$ cat src/rtl/pfc_pkg.sv
// Shared definitions for the parity frame checker: receiver state encoding
// and the line levels that delimit a frame.
package pfc_pkg;

  // Receiver states: wait for start, collect data, take parity, take stop.
  typedef enum logic [1:0] {
    IDLE   = 2'd0,
    DATA   = 2'd1,
    PARITY = 2'd2,
    STOP   = 2'd3
  } pfc_state_t;

  // Idle line is high; a low bit opens a frame and a high bit must close it.
  localparam logic PFC_START_BIT = 1'b0;
  localparam logic PFC_STOP_BIT  = 1'b1;

endpackage

$ cat src/rtl/pfc_out_buf.sv
// One-entry valid/ready holding buffer for decoded words and their error
// flags. A word completing while the buffer is full and not being drained
// is dropped, and a single-cycle overrun pulse reports the loss.
module pfc_out_buf
  import pfc_pkg::*;
#(
  parameter int DATA_W = 4
) (
  input  logic              clk,
  input  logic              rst,
  input  logic              i_load,
  input  logic [DATA_W-1:0] i_data,
  input  logic              i_par_err,
  input  logic              i_frm_err,
  input  logic              i_ready,
  output logic              o_valid,
  output logic [DATA_W-1:0] o_data,
  output logic              o_par_err,
  output logic              o_frm_err,
  output logic              o_overrun
);

  logic              r_valid;
  logic [DATA_W-1:0] r_data;
  logic              r_par_err;
  logic              r_frm_err;
  logic              r_overrun;

  logic              w_drain;
  logic              w_accept;

  // The held word leaves on a handshake; a new word may take its slot in the
  // same cycle, so back-to-back frames never stall a ready consumer.
  assign w_drain  = r_valid && i_ready;
  assign w_accept = i_load && (!r_valid || w_drain);

  // Buffer state: load on accept, empty on drain, flag frames that found no room.
  always_ff @(posedge clk) begin
    if (rst) begin
      r_valid   <= 1'b0;
      r_data    <= '0;
      r_par_err <= 1'b0;
      r_frm_err <= 1'b0;
      r_overrun <= 1'b0;
    end else begin
      // NOTE: non-blocking assignments here so every register samples the
      // pre-edge values of its neighbours, independent of statement order.
      r_overrun <= i_load && !w_accept;
      if (w_accept) begin
        r_valid   <= 1'b1;
        r_data    <= i_data;
        r_par_err <= i_par_err;
        r_frm_err <= i_frm_err;
      end else if (w_drain) begin
        r_valid <= 1'b0;
      end
    end
  end

  assign o_valid   = r_valid;
  assign o_data    = r_data;
  assign o_par_err = r_par_err;
  assign o_frm_err = r_frm_err;
  assign o_overrun = r_overrun;

endmodule

$ cat config.mk
export PLATFORM = sky130hd
export DESIGN_NAME = pfc_out_buf
export DESIGN_NICKNAME = d
export VERILOG_FILES = /design/src/rtl/pfc_pkg.sv /design/src/rtl/pfc_out_buf.sv
export SDC_FILE = /design/constraint.sdc
export NUM_CORES = 1
export LEC_CHECK = 0
export ABC_AREA = 1
export BUFFER_PORTS_ARGS = -buffer_cell sky130_fd_sc_hd__buf_2
export CELL_PAD_IN_SITES_DETAIL_PLACEMENT = 0
export CELL_PAD_IN_SITES_GLOBAL_PLACEMENT = 2
export CORE_MARGIN = 5
export CORE_UTILIZATION = 19
export CTS_CLUSTER_SIZE = 20
export DETAILED_ROUTE_END_ITERATION = 10
export PLACE_DENSITY_LB_ADDON = 0.2
export SLEW_MARGIN = 20
export SYNTH_ARGS = -nofsm -noshare
export SYNTH_HDL_FRONTEND = slang
export SYNTH_SLANG_ARGS = --single-unit
$ cat constraint.sdc
create_clock -name clk -period 0.8 [get_ports clk]
set_input_delay 0.12 -clock clk [delete_from_list [all_inputs] [get_ports clk]]
set_output_delay 0.12 -clock clk [all_outputs]
set_load 0.02 [all_outputs]
Word-level counts from Yosys, hierarchy flattened

Cells that the tools add are included.

Output and inout port bits: 8
Register bits after elaboration: 8
Logic and storage cells: 14

Multiplexer cells: 2
Reductions and logical operators: 7

Operator list:

| operator          | number |
|---|---|
| $logic_and 1x1->1 | 3 |
| $logic_not 1->1   | 2 |
| $mux 1            | 2 |
| $reduce_bool 2->1 | 1 |
| $logic_or 1x1->1  | 1 |

Depth between registers and ports, before layout

Depth in word-level cells: 5
Depth in mapped cells: 6
Mapped depth without buffers: 5

Worst setup path before layout

No wires, ideal clock.

Path kind: register to register
From: register r_valid, in the netlist o_valid
To: register r_data[0], in the netlist o_data[0]
Setup slack: -168 ps
Clock period less this slack: 968 ps
Data arrival time: 853 ps
Stages on the path, launching flop included: 5
Path buffers: 1
Cells stage by stage: dfxtp_1 > nand2_4 > buf_6 > a21oi_1 > nor2_1

Cells in the longest elaborated chain, start to end: 3

Ends and longest elaborated chain:

| what                                                 | RTL line                             | RTL |
|---|---|---|
| from (decl)                                          | pfc_out_buf.sv:23                    | `logic r_valid;` |
| from (signal assigned)                               | pfc_out_buf.sv:40                    | `r_valid <= 1'b0;` |
| from (signal assigned)                               | pfc_out_buf.sv:50                    | `r_valid <= 1'b1;` |
| from (signal assigned)                               | pfc_out_buf.sv:55                    | `r_valid <= 1'b0;` |
| $logic_not 1->1 or $logic_and 1x1->1 (tied branches) | pfc_out_buf.sv:35, pfc_out_buf.sv:34 |  |
| $logic_or 1x1->1 *                                   | pfc_out_buf.sv:35                    | `assign w_accept = i_load && (!r_valid \|\| w_drain);` |
| $logic_and 1x1->1 *                                  | pfc_out_buf.sv:35                    |  |
| to (signal assigned)                                 | pfc_out_buf.sv:51                    | `r_data <= i_data;` |
| to (decl)                                            | pfc_out_buf.sv:24                    | `logic [DATA_W-1:0] r_data;` |

Every way passes the cells marked *; elsewhere a longest branch is shown, timed or not.
A chain may end at the register's enable or synchronous reset.

Final worst setup path

From: register r_valid, in the netlist o_valid
To: output port o_valid

RTL lines:

| what      | RTL line          | RTL |
|---|---|---|
| to (decl) | pfc_out_buf.sv:16 | `output logic o_valid,` |

No word-level cell between the ends.

==> out/qor.yml <==
status: "complete, but fails checks"
violations: "negative setup slack"
slowest_stage: "dfxtp_4"
clock_sinks: 8
critical_path_required_ns: 0.68
crit_cells: 1
crit_family: "flip-flops"
cp.arrival_ns: 0.74
drt_iter0_markers: 0
route.antenna.remaining_nets: 0
critical_path.startpoint: "o_valid"
avgSynthCellArea_um2: 7.78
design.core.area_um2: 1760
worst_pin_slew_ns: 0.189
p_leak_uw: 0.000342
dp.cells: 87
cp_max_fo: 3
drtPass1Iterations: 1
maxUsedRoutingLayer: "met4"
slew_viol_final: 0
fin_cells: 100
netlist_area_um2: 358
vias: 369
die_h_um: 53.4
port_buffers: 17
worstSetupPathType: "register to primary output"
rsz0062_at_grt: "true"
grt_max_degree: 15
gr-total-overflow: 0
worst-path-buf-inv: 1
seqPwrFrac_pct: 41.4
grt_pass1_wl_um: 1390
wl_per_cell_um: 9.11
n_antenna_cell: 0
end_kind: "primary output"
slew_headroom_pct: 87.4
p_switching_uw: 307
ff2ff_path_depth: 5
whs_path_depth: 2
yosys_warnings: 0
grt_usage_pct: 7.20
finalSetupViolations: 14
pwr-share-clk_pct: 31.1
p_comb_share_pct: 27.6
start_util_pct: 20.3
fin_crit_sh_pct: 108
dieArea_um2: 2850
drive_above_1_share_pct: 70.7
met2WireLength_um: 435
drc: 0
hold_viol_final: 0
intPower_uw: 784
met1_length_um: 389
num_rows: 15
tns_ns: -0.382
cts_buffer_depth: 2
syn_inst: 46
hold_path.class: "input pin to register"
hpwl_um: 626
antenna_found_initial: 0
finalClockSkew_ns: 0.00496
cts_root_buffer: "clkbuf_4"
place_congestion: 0.635
r2r-end: "o_frm_err"
hold_buffers: 0
wl_met3_um: 48
start_kind: "register"
max-cap-violations: 0
clk_pin_slew_ns: 0.06
numCtsBuffers: 3
crit_chain: "buf_6"
insertion_delay_ns: 0.25
timing.rr.start: "o_valid"
power.density_nw_per_um2: 1560
crit_end: "o_valid"
cts_htree_levels: 1
syn-num-nets: 56
area_growth_pct: 95.5
synthDistinctLibCells: 11
slowest_delay_ns: 0.36
max_freq_ghz: 1.16
routed_via_density: 3.69
ioPinCount: 18
grt_pass1_vias: 344
yosysSeqAreaShare_pct: 44.8
die_w_um: 53.4
fin_ws_ns: -0.0619
cts_tree: "built"
synth-seq-cells: 8
reg2reg_slack_ns: -0.06
post-place-ws_ns: -0.0258
ir_worst_vdd_mv: 0.709
wirelength_um: 911
period_needed_ns: 0.862
p_sw_share_pct: 28.2
nNetsFinal: 86
==> power groups by stage <==
stage | logic (µW) | registers, µW | clock network (µW)
finish | 301 | 451 | 339
global placement | 196 | 452 | 0
global route | 325 | 456 | 382
CTS | 259 | 451 | 357
detailed placement | 197 | 452 | 0
floorplan | 96.4 | 487 | 0
==> placed cells by master, fill, tap and decap left out, types with 3 or more instances in the layout <==
cell and instances:
dfxtp_2 7, buf_6 8, nand3_2 5, nor2_1 6
buf_2 9, buf_4 7, inv_1 7, nand2_1 6
a21oi_2 6, clkbuf_4 3
==> cell usage after synthesis <==
cell type	n	area [µm²]
nand3_1	4	20.0
dfxtp_1	8	160
nor3_2	1	10.0
nand3_2	2	20.0
inv_2	2	7.51
a21oi_1	7	35.0
nand2_1	6	22.5
inv_1	7	26.3
nor2_1	6	22.5
nand2_4	1	11.3
buf_6	2	22.5
==> flip-flops by register name, indices dropped and copies added (netlist names) <==
name and count:
o_frm_err 1, o_overrun 1, o_data 4, o_par_err 1, o_valid 1
==> how the worst min path moves through the flow <==
stage,start,end
after floorplan,rst,o_valid
after global placement,rst,o_valid
after global routing,rst,o_overrun
after CTS,rst,o_overrun
final,rst,o_overrun
after detailed placement,rst,o_valid
==> cell type report <==
class	count	area (µm²)
multi-input cells	28	208
well taps	25	31.3
flip-flops and latches	8	173
fillers	209	1060
repair buffers	26	228
clock buffers	4	26.3
inverters	9	33.8
==> repair_timing <==
action | 4_1_cts | 5_1_grt
cloned | 0 | 1
setup endpoints to repair | 14 | 14
resized for setup | 23 | 5
buffers inserted | 5 | 3
==> cells by family after synthesis <==
logic type | count (synthesis) | synth area share [%]
and+or+nand+nor | 20 | 29.7
buffers and inverters | 11 | 15.7
AOI/OAI and AO/OA | 7 | 9.79
DFF | 8 | 44.8
==> metal layers <==
| layer | up-vias | track usage (%) |
|---|---|---|
| met2 | 13 | 10.4 |
| met4 | 0 | 8.94 |
| met5 | - | 0 |
| met1 | 150 | 7.82 |
| met3 | 4 | 1.41 |
| li1 | 202 | - |
==> stage by stage <==
stage	power, µW	cell area, µm²	hold slack (ns)	utilization (%)
finish	1090	699	0.0490	39.6
global route	1160	699	0.0404	39.6
CTS	1070	621	0.0408	35.2
detailed placement	649	498	0.320	28.2
global placement	649	498	0.313	28.2
floorplan	583	388	0.179	-
No activity file was read; power rests on OpenSTA's default activity.
